**src/rtl/csel_pkg.sv**
```systemverilog
// Shared helpers for the pipelined carry-select adder: operation encoding and
// elaboration-time block/stage index arithmetic.
package csel_pkg;

   typedef enum logic {
      OP_ADD = 1'b0,
      OP_SUB = 1'b1
   } op_e;

   function automatic int unsigned ceil_div(input int unsigned n, input int unsigned d);
      return (n + d - 1) / d;
   endfunction

   function automatic int unsigned blk_lo(input int unsigned k, input int unsigned blk);
      return k * blk;
   endfunction

   // Last block may be narrower than blk.
   function automatic int unsigned blk_hi(input int unsigned k, input int unsigned blk,
                                          input int unsigned width);
      return (((k + 1) * blk) < width) ? ((k + 1) * blk - 1) : (width - 1);
   endfunction

   function automatic int unsigned stg_first(input int unsigned s, input int unsigned bps);
      return s * bps;
   endfunction

   function automatic int unsigned stg_last(input int unsigned s, input int unsigned bps,
                                            input int unsigned nb);
      return (((s + 1) * bps) < nb) ? ((s + 1) * bps - 1) : (nb - 1);
   endfunction

endpackage

```
**src/rtl/csel_block.sv**
```systemverilog
// One carry-select slice: both carry-in outcomes are summed up front and the
// real incoming carry only drives the final mux.
module csel_block
   import csel_pkg::*;
#(
   parameter int unsigned W = 4
) (
   input  logic [W-1:0] a,
   input  logic [W-1:0] b,
   input  logic         ci,
   output logic [W-1:0] s,
   output logic         co
);

   logic [W:0] r0;
   logic [W:0] r1;

   always_comb begin
      r0      = (W+1)'(a) + (W+1)'(b);
      r1      = (W+1)'(a) + (W+1)'(b) + (W+1)'(1);
      {co, s} = ci ? r1 : r0;
   end

endmodule

```
**src/rtl/pipelined_csel_adder.sv**
```systemverilog
// Pipelined carry-select adder/subtractor: slices grouped into register ranks,
// valid/ready handshake with a global stall that freezes every rank.
module pipelined_csel_adder
   import csel_pkg::*;
#(
   parameter int unsigned WIDTH  = 19,
   parameter int unsigned BLOCK  = 4,
   parameter int unsigned STAGES = 2
) (
   input  logic             clk,
   input  logic             rst,
   input  logic             in_valid,
   output logic             in_ready,
   input  logic [WIDTH-1:0] a,
   input  logic [WIDTH-1:0] b,
   input  logic             cin,
   input  logic             sub,
   output logic             out_valid,
   input  logic             out_ready,
   output logic [WIDTH-1:0] sum,
   output logic             cout,
   output logic             ovf
);

   localparam int unsigned NB   = ceil_div(WIDTH, (BLOCK == 0) ? 1 : BLOCK);
   localparam int unsigned BPS  = ceil_div(NB, (STAGES == 0) ? 1 : STAGES);
   localparam int unsigned LAST = STAGES - 1;

   if (WIDTH < 2 || BLOCK < 1 || BLOCK > WIDTH || STAGES < 1 || (STAGES - 1) * BPS >= NB)
   begin : g_bad_cfg
      $error("pipelined_csel_adder: illegal WIDTH/BLOCK/STAGES (empty stage or bad width)");
   end

   op_e              op;
   logic             en;

   // Per-stage combinational view: what enters the stage and what it produces.
   logic [WIDTH-1:0] a_in   [STAGES];
   logic [WIDTH-1:0] b_in   [STAGES];
   logic [WIDTH-1:0] sum_in [STAGES];
   logic             c_in   [STAGES];
   logic             v_in   [STAGES];
   logic [WIDTH-1:0] sum_nx [STAGES];
   logic             c_nx   [STAGES];

   logic             valid_q [STAGES];
   logic             valid_d [STAGES];
   logic [WIDTH-1:0] a_q     [STAGES];
   logic [WIDTH-1:0] a_d     [STAGES];
   logic [WIDTH-1:0] b_q     [STAGES];
   logic [WIDTH-1:0] b_d     [STAGES];
   logic [WIDTH-1:0] sum_q   [STAGES];
   logic [WIDTH-1:0] sum_d   [STAGES];
   logic             c_q     [STAGES];
   logic             c_d     [STAGES];
   logic             ovf_q;
   logic             ovf_d;

   assign op = op_e'(sub);

   for (genvar s = 0; s < STAGES; s++) begin : g_stage
      localparam int unsigned FB = stg_first(s, BPS);
      localparam int unsigned LB = stg_last(s, BPS, NB);

      if (s == 0) begin : g_head
         assign a_in[0]   = a;
         assign b_in[0]   = b ^ {WIDTH{op == OP_SUB}};
         assign c_in[0]   = cin ^ (op == OP_SUB);
         assign sum_in[0] = '0;
         assign v_in[0]   = in_valid;
      end else begin : g_link
         assign a_in[s]   = a_q[s-1];
         assign b_in[s]   = b_q[s-1];
         assign c_in[s]   = c_q[s-1];
         assign sum_in[s] = sum_q[s-1];
         assign v_in[s]   = valid_q[s-1];
      end

      // Each slice overlays its bits onto the running sum handed on by its predecessor.
      for (genvar k = FB; k <= LB; k++) begin : g_blk
         localparam int unsigned BL = blk_lo(k, BLOCK);
         localparam int unsigned BH = blk_hi(k, BLOCK, WIDTH);

         logic             ci;
         logic             co;
         logic [BH-BL:0]   s_blk;
         logic [WIDTH-1:0] acc_prev;
         logic [WIDTH-1:0] acc;

         if (k == FB) begin : g_first
            assign ci       = c_in[s];
            assign acc_prev = sum_in[s];
         end else begin : g_chain
            assign ci       = g_blk[k-1].co;
            assign acc_prev = g_blk[k-1].acc;
         end

         csel_block #(.W(BH - BL + 1)) u_blk (
            .a  (a_in[s][BH:BL]),
            .b  (b_in[s][BH:BL]),
            .ci (ci),
            .s  (s_blk),
            .co (co)
         );

         always_comb begin
            acc        = acc_prev;
            acc[BH:BL] = s_blk;
         end
      end

      assign sum_nx[s] = g_blk[LB].acc;
      assign c_nx[s]   = g_blk[LB].co;
   end

   // Global stall: every rank holds while the last rank is blocked downstream.
   always_comb begin
      en = !valid_q[LAST] || out_ready;
      for (int s = 0; s < STAGES; s++) begin
         valid_d[s] = valid_q[s];
         a_d[s]     = a_q[s];
         b_d[s]     = b_q[s];
         sum_d[s]   = sum_q[s];
         c_d[s]     = c_q[s];
         if (en) begin
            valid_d[s] = v_in[s];
            a_d[s]     = a_in[s];
            b_d[s]     = b_in[s];
            sum_d[s]   = sum_nx[s];
            c_d[s]     = c_nx[s];
         end
      end
      ovf_d = ovf_q;
      if (en) begin
         ovf_d = (a_in[LAST][WIDTH-1] == b_in[LAST][WIDTH-1]) &&
                 (sum_nx[LAST][WIDTH-1] != a_in[LAST][WIDTH-1]);
      end
   end

   always_ff @(posedge clk) begin
      if (rst) begin
         for (int s = 0; s < STAGES; s++) begin
            valid_q[s] <= 1'b0;
            a_q[s]     <= '0;
            b_q[s]     <= '0;
            sum_q[s]   <= '0;
            c_q[s]     <= 1'b0;
         end
         ovf_q <= 1'b0;
      end else begin
         for (int s = 0; s < STAGES; s++) begin
            valid_q[s] <= valid_d[s];
            a_q[s]     <= a_d[s];
            b_q[s]     <= b_d[s];
            sum_q[s]   <= sum_d[s];
            c_q[s]     <= c_d[s];
         end
         ovf_q <= ovf_d;
      end
   end

   assign in_ready  = en;
   assign out_valid = valid_q[LAST];
   assign sum       = sum_q[LAST];
   assign cout      = c_q[LAST];
   assign ovf       = ovf_q;

endmodule

```
**config.mk**
```make
export PLATFORM = sky130hd
export DESIGN_NAME = pipelined_csel_adder
export DESIGN_NICKNAME = d
export VERILOG_FILES = /design/src/rtl/csel_pkg.sv /design/src/rtl/csel_block.sv /design/src/rtl/pipelined_csel_adder.sv
export SDC_FILE = /design/constraint.sdc
export NUM_CORES = 1
export LEC_CHECK = 0
export BUFFER_PORTS_ARGS = -buffer_cell sky130_fd_sc_hd__clkbuf_2
export CAP_MARGIN = 0
export CORE_AREA = 2 2 78 80
export DETAILED_ROUTE_END_ITERATION = 10
export DIE_AREA = 0 0 80 82
export GPL_ROUTABILITY_DRIVEN = 0
export PLACE_DENSITY = 0.79
export SLEW_MARGIN = 10
export SYNTH_ARGS = -nofsm -noshare
export SYNTH_HDL_FRONTEND = slang
export SYNTH_SLANG_ARGS = --single-unit
```
**constraint.sdc**
```tcl
create_clock -name clk -period 5.33 [get_ports clk]
set_clock_uncertainty 0.15 [all_clocks]
set_input_delay 0.533 -clock clk [delete_from_list [all_inputs] [get_ports clk]]
set_output_delay 0.533 -clock clk [all_outputs]
set_load 0.05 [all_outputs]
```
Word level (Yosys, flattened, before mapping). Memory sizes are Yosys's and may differ from the RTL's. Cells that the tools add are included.

RAM bits: 118. Output and inout port bits: 23. Word-level logic and storage cells: 63. Bits of input ports: 44. Memories kept: 5. Register bits after elaboration: 1.

Bitwise logic cells: 12. Eq/ne operators: 3. Reduce and logical (&&, ||, !) cells: 4. Add/subtract/negate cells: 10. Mux-type cells: 28.

Memory list: a_q (words 2, bits a word 19, rd ports 1, clocked after Yosys merged registers in 0, write ports 2, line pipelined_csel_adder.sv:48) `logic [WIDTH-1:0] a_q [STAGES];`; b_q (words 2, bits a word 19, rd ports 1, clocked after Yosys merged registers in 0, write ports 2, line pipelined_csel_adder.sv:50) `logic [WIDTH-1:0] b_q [STAGES];`; sum_q (words 2, bits a word 19, rd ports 2, clocked after Yosys merged registers in 0, write ports 2, line pipelined_csel_adder.sv:52) `logic [WIDTH-1:0] sum_q [STAGES];`; c_q (words 2, bits a word 1, rd ports 2, clocked after Yosys merged registers in 0, write ports 2, line pipelined_csel_adder.sv:54) `logic c_q [STAGES];`; valid_q (words 2, bits a word 1, rd ports 2, clocked after Yosys merged registers in 0, write ports 2, line pipelined_csel_adder.sv:46) `logic valid_q [STAGES];`.

Operators by type and width (number): $mux W19 (12); $add A4 B4 Y5 (4); $add A5 B1 Y5 const B (4); $mux W5 (4); $xor A19 B19 Y19 (1); $mux W1 (11); $or A1 B1 Y1 (10); $add A3 B3 Y4 (1); $add A4 B1 Y4 const B (1); $mux W4 (1); $reduce_and A2 Y1 (1); $eq A1 B1 Y1 (1); $logic_and A1 B1 Y1 (1); $logic_not A1 Y1 (1); $logic_or A1 B1 Y1 (1); $ne A1 B1 Y1 (1); $ne A1 B1 Y1 const B (1); $xor A1 B1 Y1 (1).

Logic depth before layout (Yosys ltp). Gate-level depths: netlist (run 1).

Word-level depth: 8. Mapped depth: 14. Mapped depth without buffers: 12.

Modules after synthesis. From an unflattened synthesis (run 1), not the netlist that was laid out.

Cell total of the unflattened synthesis: 361. Area total of the unflattened synthesis: 3135.5 um^2.

By module, submodules not included: pipelined_csel_adder (area each 2000.7 um^2, sequential area each 1141.1 um^2, cells each 211, times used 1); csel_block at g_stage[0].g_blk[0].u_blk ... (area each 249.0 um^2, sequential area each 0.0 um^2, cells each 34, times used 4); csel_block at g_stage[1].g_blk[4].u_blk (area each 138.9 um^2, sequential area each 0.0 um^2, cells each 14, times used 1).

Worst setup path before layout (run 1). OpenSTA, ideal clock, no wires.

Kind: input-to-reg. Start: in sub. End: mem sum_q[0][11]. Path buffers: 2. Path slack: 1.060 ns. Library setup time: 0.091 ns. Data required time: 5.089 ns. Stages on the path: 14. Arrival: 4.029 ns. Cells stage by stage: buf_1 -> clkbuf_1 -> xor2_1 -> ha_1 -> inv_1 -> fa_1 -> inv_1 -> ha_1 -> nand2_2 -> nor4b_4 -> xor2_2 -> a21oi_2 -> or4_1 -> a311oi_1.

RTL lines: start, declared (line pipelined_csel_adder.sv:17) `input logic sub,`; end, declared (line pipelined_csel_adder.sv:52).

==> impl_metrics.py, run 1 <==
metrics = {
    "outcome": {
        "outcome": "complete, no violations",
    },
    "worst_setup_path": {
        "arrival_ns": 3.88,
        "worst_setup_path_end_kind": "flip-flop",
        "crit_fanout": 20,
        "criticalPathCategory": "input pin to flip-flop",
        "startpoint_type": "input pin",
        "rr_startpoint": "a_q[0][12]",
        "startpoint": "sub",
        "cp.required_ns": 5.37,
    },
    "synthesis": {
        "yosysTopAreaCell": "dfxtp_1",
        "synthCells": 322,
        "ys.warnings.count": 0,
        "yosysSeqAreaShare": 0.384,
        "yosys.cell_count.top_type": "dfxtp_1",
        "async_flop_share": 0,
        "ys_top_cells_by_area": "dfxtp_1, edfxtp_1, ha_1",
        "synth_cell_types": 41,
        "netlist_area_mm2": 0.00297,
        "syn-num-nets": 395,
        "synth_flop_cell": "dfxtp_1",
        "yosysTopAreaCellShare": 0.242,
        "synth_seq_cells": 50,
        "synth_enable_flop_cells": 14,
        "avgSynthCellArea_um2": 9.24,
        "netlist_top_cells_count": "dfxtp_1, nand2_1, nor2_1",
    },
    "cts": {
        "root_buffer": "clkbuf_8",
        "ctsLongestPathBuffers": 2,
        "h-tree-depth": 2,
        "postCtsHoldBufs": 0,
        "post-cts-setup-buffers": 0,
        "cts_sinks": 50,
        "cts_tree": "yes",
        "clk_pin_slew_ns": 0.09,
        "ctsResizeCount": 0,
        "numCtsBuffers": 5,
        "clk_latency_ns": 0.29,
    },
    "floorplan": {
        "start_util": 0.518,
        "die_area_mm2": 0.00656,
        "rows": 28,
        "num_io_pins": 67,
        "die_width_um": 80,
        "die_height_um": 82,
        "core-area_mm2": 0.00575,
    },
    "run": {
        "max-cap-violations": 0,
    },
    "route": {
        "routedWlPerCell_um": 11.9,
        "via_count": 2348,
        "antenna_left": 0,
        "routed_via_density": 5.12,
        "wirelength_um": 5470,
        "drtIter0Drc": 102,
        "drc": 0,
        "first_pass_iters": 5,
    },
    "hold_path": {
        "worstHoldStart": "sum_q[0][19]",
        "min-delay-path-class": "flip-flop to flip-flop",
    },
    "global_routing": {
        "grt_pass1_vias": 2293,
        "grt_max_degree": 51,
        "antenna_found_initial": 0,
        "grt_use_total": 0.183,
        "grt_pass1_wl_um": 9610,
        "grt-ovfl-total": 0,
    },
    "sta": {
        "fin_crit_sh": 0.719,
        "max-slew-margin-rel": 0.351,
        "max_freq_mhz": 261,
        "hold_violations": 0,
        "setup_tns_ns": 0,
        "finalMaxSlewViolations": 0,
        "post-route-min-period_ns": 3.83,
        "rsz0062_at_grt": "false",
        "worst_pin_slew_ns": 0.973,
        "setup_violations": 0,
    },
    "power_and_ir_drop": {
        "powerDensity_mw_per_mm2": 305,
        "p_leak_nw": 1.59,
        "vdd_drop_max_mv": 0.187,
    },
    "layout": {
        "nNetsFinal": 456,
        "syn_to_final_growth_pct": 16.1,
        "final_layout_size_suffix_gt1_frac": 0.214,
        "final_util": 0.601,
        "diodes": 0,
    },
    "placed_design": {
        "dp_hpwl_um": 4230,
        "port_buffers": 66,
    },
}
[registers in the layout (all words and copies together), names as in the netlist]
name	flops
c_q	2
ovf	1
b_q	7
sum_q	31
valid_q	2
a_q	7
[placed cells by master, fill, tap and decap left out, types with 14 or more instances in the layout]
cell      instances
edfxtp_1         14
nor2_1           28
xor2_1           21
ha_1             24
inv_1            16
a21oi_1          27
clkbuf_2         66
nand2_1          35
dfxtp_1          36
xnor2_1          19
[worst max-delay path, cell delays in order]
cell and delay (ns):
clkbuf_2 0.51, xor2_1 0.21, ha_1 0.19, inv_1 0.06, fa_1 0.45, inv_1 0.09
ha_1 0.16, nand2_2 0.08, nor4b_4 0.37, xor2_2 0.32, a21oi_2 0.14, or4_1 0.51
a311oi_1 0.25
[metrics by stage]
step	instances	hold slack [ns]	total power [mW]	setup WS [ns]	instance area [µm²]
after global placement	451	0.289	0.827	1.27	3360
after CTS	459	0.306	1.07	1.45	3450
final	459	0.303	1.05	1.50	3450
after floorplan	322	0.275	0.754	1.06	2970
after detailed placement	451	0.295	0.840	1.15	3360
after global routing	459	0.317	1.13	1.15	3450
[routing by layer]
layer | track usage | vias up | part of all wire
li1 | - | 1231 | -
met1 | 0.230 | 1057 | 0.44
met2 | 0.320 | 56 | 0.50
met3 | 0.0319 | 4 | 0.046
met4 | 0.0593 | 0 | 0.012
met5 | 0 | - | 0
[layout make-up]
type	instances	area [µm²]
Clock buffer	6	82.6
Clock inverter	2	12.5
Fill cell	496	2290
Inverter	17	63.8
Multi-Input combinational cell	242	1720
Sequential cell	50	1140
Tap cell	75	93.8
Timing Repair Buffer	67	338
[kinds of logic after synthesis]
family	synth area share
mux	0.00337
compound gates	0.135
xor+xnor	0.129
fa+ha+maj	0.135
buf+inv	0.0379
simple gates	0.177
flops	0.384
[final timing paths]
kind,to,slack (ns),depth (start not counted)
setup / recovery,sum_q[0][11],1.50,13
hold / removal,sum_q[0][19],0.30,2
setup reg to reg,sum_q[0][35],2.58,9
hold reg to reg,sum_q[0][19],0.30,2
[report_power, final]
group | switching (mW) | internal (mW)
Clock | 0.121 | 0.104
Combinational | 0.225 | 0.137
Sequential | 0.0265 | 0.441
No activity file was read; power rests on OpenSTA's default activity.
==> run 2, diff against run 1 <==
Clock period 5.33 ns to 3.8 ns, I/O delays scaled along.
==> impl_metrics.py, run 2 (same netlist as run 1, synthesis figures left out) <==
metrics = {
    "layout": {
        "final_util": 0.607,
        "final_cell_mix": "clkbuf_2, dfxtp_1, nand2_1, nor2_1, a21oi_1",
        "regArea_mm2": 0.00114,
        "stdcell_count": 462,
        "final_layout_size_suffix_gt1_frac": 0.220,
        "nNetsFinal": 459,
        "top_register": "sum_q",
        "diodes": 0,
        "multi_input_area_mm2": 0.00172,
        "fillers": 506,
        "syn_to_final_growth_pct": 17.3,
        "final_common_cell": "clkbuf_2",
        "reg_top3": "sum_q x31, a_q x7, b_q x7",
        "largest_reg_flops": 31,
        "final_area_mm2": 0.00349,
    },
    "floorplan": {
        "die_width_um": 80,
        "start_util": 0.518,
        "core-area_mm2": 0.00575,
        "rows": 28,
        "die_area_mm2": 0.00656,
        "num_io_pins": 67,
        "die_height_um": 82,
    },
    "hold_path": {
        "min-delay-path-class": "input pin to flip-flop",
        "hold_path_depth": 3,
    },
    "sta": {
        "hold_violations": 0,
        "worst_pin_slew_ns": 0.522,
        "whs_ns": 0.154,
        "setup_tns_ns": 0,
        "max-slew-margin-rel": 0.652,
        "setup_violations": 0,
        "post-route-min-period_ns": 3.33,
        "worst_slack_ns": 0.468,
        "max_freq_mhz": 300,
        "rsz0062_at_grt": "false",
        "fin_crit_sh": 0.877,
        "finalMaxSlewViolations": 0,
    },
    "worst_setup_path": {
        "worst_setup_path_end_kind": "flip-flop",
        "crit_fanout": 6,
        "critPathBufInv": 3,
        "slowest_delay_ns": 0.54,
        "startpoint_type": "input pin",
        "slowest_stage": "or4_1",
        "path_cells": "clkbuf_2 > xor2_1 > ha_1 > inv_1 > fa_1 > inv_1 > ha_1 > nand2_2 > nor4b_4 > xor2_2 > a21oi_2 > or4_1 > a311oi_1",
        "arrival_ns": 3.40,
        "crit_cells": 13,
        "r2r_cells": 9,
        "cp.required_ns": 3.86,
        "criticalPathCategory": "input pin to flip-flop",
        "critPathTopFamily": "simple AND/OR/NAND/NOR gates",
    },
    "cts": {
        "clk_pin_slew_ns": 0.08,
        "cts_tree": "yes",
        "post-cts-setup-buffers": 0,
        "ctsLongestPathBuffers": 2,
        "clk_latency_ns": 0.30,
        "ctsResizeCount": 0,
        "root_buffer": "clkbuf_8",
        "cts_sinks": 50,
        "h-tree-depth": 2,
        "numCtsBuffers": 5,
        "postCtsHoldBufs": 0,
    },
    "global_routing": {
        "grt_pass1_wl_um": 9450,
        "grt_use_total": 0.180,
        "grt_pass1_vias": 2196,
        "grt-ovfl-total": 0,
        "grt_max_degree": 50,
        "antenna_found_initial": 0,
    },
    "placed_design": {
        "placed_area_mm2": 0.00338,
        "place_ws_ns": 0.168,
        "dp_hpwl_um": 4360,
        "dp_cells": 454,
        "port_buffers": 66,
    },
    "route": {
        "drc": 0,
        "wirelength_um": 5650,
        "via_count": 2401,
        "antenna_left": 0,
        "drtIter0Drc": 100,
        "routedWlPerCell_um": 12.2,
        "first_pass_iters": 4,
        "routed_via_density": 5.20,
    },
    "power_and_ir_drop": {
        "p_leak_nw": 1.61,
        "powerDensity_mw_per_mm2": 440,
        "power_mw": 1.53,
        "vdd_drop_max_mv": 0.252,
    },
    "outcome": {
        "outcome": "complete, no violations",
    },
    "run": {
        "max-cap-violations": 0,
    },
}
run 2: cell count changes in the layout (fill, tap and decap cells not counted), sizes merged:
cell	delta
clkbuf	-1
clkinv	+1
buf	+3
bufinv	+1
clkinvlp	-1
run 2: layout make-up:
cell class | count | area share
inverters | 17 | 0.0183
repair buffers | 70 | 0.103
well taps | 75 | 0.0269
multi-input cells | 242 | 0.493
clock inverters | 3 | 0.0115
flip-flops and latches | 50 | 0.327
clock buffers | 5 | 0.0197
run 2: worst min-delay path: stages:
cell      delay, ns
clkbuf_2       0.08
nand2_1        0.04
a21oi_1        0.05
run 2: metal layers:
layer / GRT usage / share of wire
met5: 0 / 0
met4: 0.0525 / 0.013
met3: 0.0319 / 0.041
met2: 0.303 / 0.49
met1: 0.237 / 0.46
run 2: final timing paths:
path | end | start | slack, ns
worst max-delay path | sum_q[0][11] | sub | 0.47
worst min-delay path | valid_q[0][0] | in_valid | 0.15
worst max register to register | sum_q[0][35] | a_q[0][12] | 1.08
worst min register to register | sum_q[0][0] | sum_q[0][0] | 0.30
run 2: power by group:
group          leakage, nW  total, mW  switching [mW]  internal [mW]
sequential           0.458      0.655          0.0368          0.618
combinational         1.10      0.515           0.321          0.194
clock               0.0579      0.364           0.170          0.194
==> run 3, diff against run 2 <==
Settings changed: CORE_AREA 2 2 78 80 to 2 2 80 82, CTS_BUF_LIST from default to sky130_fd_sc_hd__clkbuf_8, DIE_AREA 0 0 80 82 to 0 0 82 84.
Clock period 3.8 ns to 2.8 ns, I/O delays scaled along.
==> impl_metrics.py, run 3 (same netlist as run 1, synthesis figures left out) <==
metrics = {
    "worst_setup_path": {
        "r2r_end": "sum_q[0][37]",
        "startpoint_type": "input pin",
        "arrival_ns": 2.96,
        "r2r_slack_ns": 0.13,
        "rr_startpoint": "b_q[0][12]",
        "slowest_delay_ns": 0.49,
        "cp.required_ns": 2.86,
        "startpoint": "b[0]",
        "criticalPathCategory": "input pin to flip-flop",
        "crit_fanout": 4,
        "critPathTopFamily": "adder cells",
        "r2r_cells": 9,
        "critPathBufInv": 5,
        "worst_setup_path_end_kind": "flip-flop",
        "slowest_stage": "fa_1",
        "path_cells": "buf_8 > xor2_2 > ha_2 > inv_2 > fa_1 > inv_2 > ha_4 > nand2_4 > nor4b_4 > buf_4 > xor2_2 > a21oi_2 > buf_4 > or3_4 > a311oi_2",
    },
    "hold_path": {
        "worstHoldStart": "in_valid",
        "min_to": "valid_q[0][0]",
        "hold_path_depth": 3,
        "min-delay-path-class": "input pin to flip-flop",
    },
    "global_routing": {
        "grt_use_total": 0.192,
        "grt_pass1_wl_um": 10600,
        "grt-ovfl-total": 0,
        "grt_max_degree": 50,
        "grt_pass1_vias": 2531,
        "antenna_found_initial": 0,
    },
    "route": {
        "first_pass_iters": 4,
        "routed_via_density": 5.21,
        "drc": 0,
        "routedWlPerCell_um": 13.1,
        "via_count": 2580,
        "antenna_left": 0,
        "wirelength_um": 6490,
        "drtIter0Drc": 103,
    },
    "sta": {
        "setup_tns_ns": -0.313,
        "fin_crit_sh": 1.04,
        "max-slew-margin-rel": 0.641,
        "setup_violations": 4,
        "finalMaxSlewViolations": 0,
        "rsz0062_at_grt": "true",
        "worst_slack_ns": -0.105,
        "worst_pin_slew_ns": 0.539,
        "post-route-min-period_ns": 2.91,
        "hold_violations": 0,
        "max_freq_mhz": 344,
    },
    "power_and_ir_drop": {
        "vdd_drop_max_mv": 0.433,
        "powerDensity_mw_per_mm2": 589,
        "p_leak_nw": 1.79,
    },
    "cts": {
        "cts_tree": "yes",
        "ctsLongestPathBuffers": 2,
        "clk_latency_ns": 0.30,
        "cts_sinks": 50,
        "numCtsBuffers": 5,
        "root_buffer": "clkbuf_8",
        "h-tree-depth": 2,
        "clk_pin_slew_ns": 0.09,
    },
    "layout": {
        "final_cell_mix": "clkbuf_2, dfxtp_1, nand2_1, buf_4, nor2_1",
        "final_layout_size_suffix_gt1_frac": 0.316,
        "syn_to_final_growth_pct": 29.0,
        "regArea_mm2": 0.00114,
        "reg_top3": "sum_q x31, a_q x7, b_q x7",
        "largest_reg_flops": 31,
        "final_common_cell": "clkbuf_2",
        "top_register": "sum_q",
        "multi_input_area_mm2": 0.00180,
        "fillers": 519,
        "diodes": 0,
        "nNetsFinal": 490,
    },
    "placed_design": {
        "port_buffers": 66,
        "dp_hpwl_um": 4770,
        "place_ws_ns": -0.497,
    },
    "floorplan": {
        "die_area_mm2": 0.00689,
        "core-area_mm2": 0.00610,
        "die_height_um": 84,
        "start_util": 0.488,
        "num_io_pins": 67,
        "die_width_um": 82,
        "rows": 29,
    },
    "run": {
        "max-cap-violations": 0,
    },
    "outcome": {
        "failed_checks": "setup timing",
        "outcome": "finished with violations",
    },
}
==> run 3: per-layer routing <==
layer,GRT usage,share of wire
met2,0.324,0.51
met4,0.0788,0.030
met5,0,0
met1,0.236,0.41
met3,0.0357,0.053
==> run 3: power breakdown <==
part	switching [mW]	leakage, nW	internal (mW)
registers	0.0513	0.458	0.839
logic	0.481	1.26	0.374
clock network	0.228	0.0626	0.288
total	0.760	1.79	1.50
==> run 3: tightest hold or removal path: cells and delay by family <==
kind	cells	cell delay [ns]
buf+inv	1	0.08
simple gates	1	0.05
compound gates	1	0.06
==> run 3: worst max-delay path by stage <==
| stage | end | cells past startpoint | slack [ns] |
|---|---|---|---|
| detailed placement | sum_q[0][8] | 14 | -0.50 |
| CTS | sum_q[0][11] | 13 | -0.17 |
| floorplan | sum_q[0][11] | 14 | -0.56 |
| global placement | sum_q[0][11] | 13 | -0.35 |
| global route | sum_q[0][11] | 14 | -0.20 |
| finish | sum_q[0][8] | 15 | -0.11 |
==> run 3: metrics by stage <==
step | total power, mW | instances | utilization | instance area, µm² | hold WS (ns)
floorplan | 1.44 | 322 | - | 3000 | 0.270
global route | 2.38 | 495 | 0.630 | 3840 | 0.0711
global placement | 1.66 | 480 | 0.584 | 3560 | 0.289
finish | 2.26 | 495 | 0.630 | 3840 | 0.0624
CTS | 2.23 | 491 | 0.615 | 3750 | 0.0616
detailed placement | 1.69 | 480 | 0.584 | 3560 | 0.295
==> run 3: what timing repair did <==
action	CTS	global route
resized for setup	10	17
buffers inserted	3	4
hold buffers	0	0
endpoints found under the setup margin	6	14
pin swaps	9	15
gates cloned	0	0
==> run 3: area by class of cell <==
class / count / share of cell area
clock inverters: 2 / 0.00880
clock buffers: 6 / 0.0215
well taps: 77 / 0.0251
multi-input cells: 242 / 0.470
flip-flops and latches: 50 / 0.297
inverters: 17 / 0.0166
repair buffers: 101 / 0.161
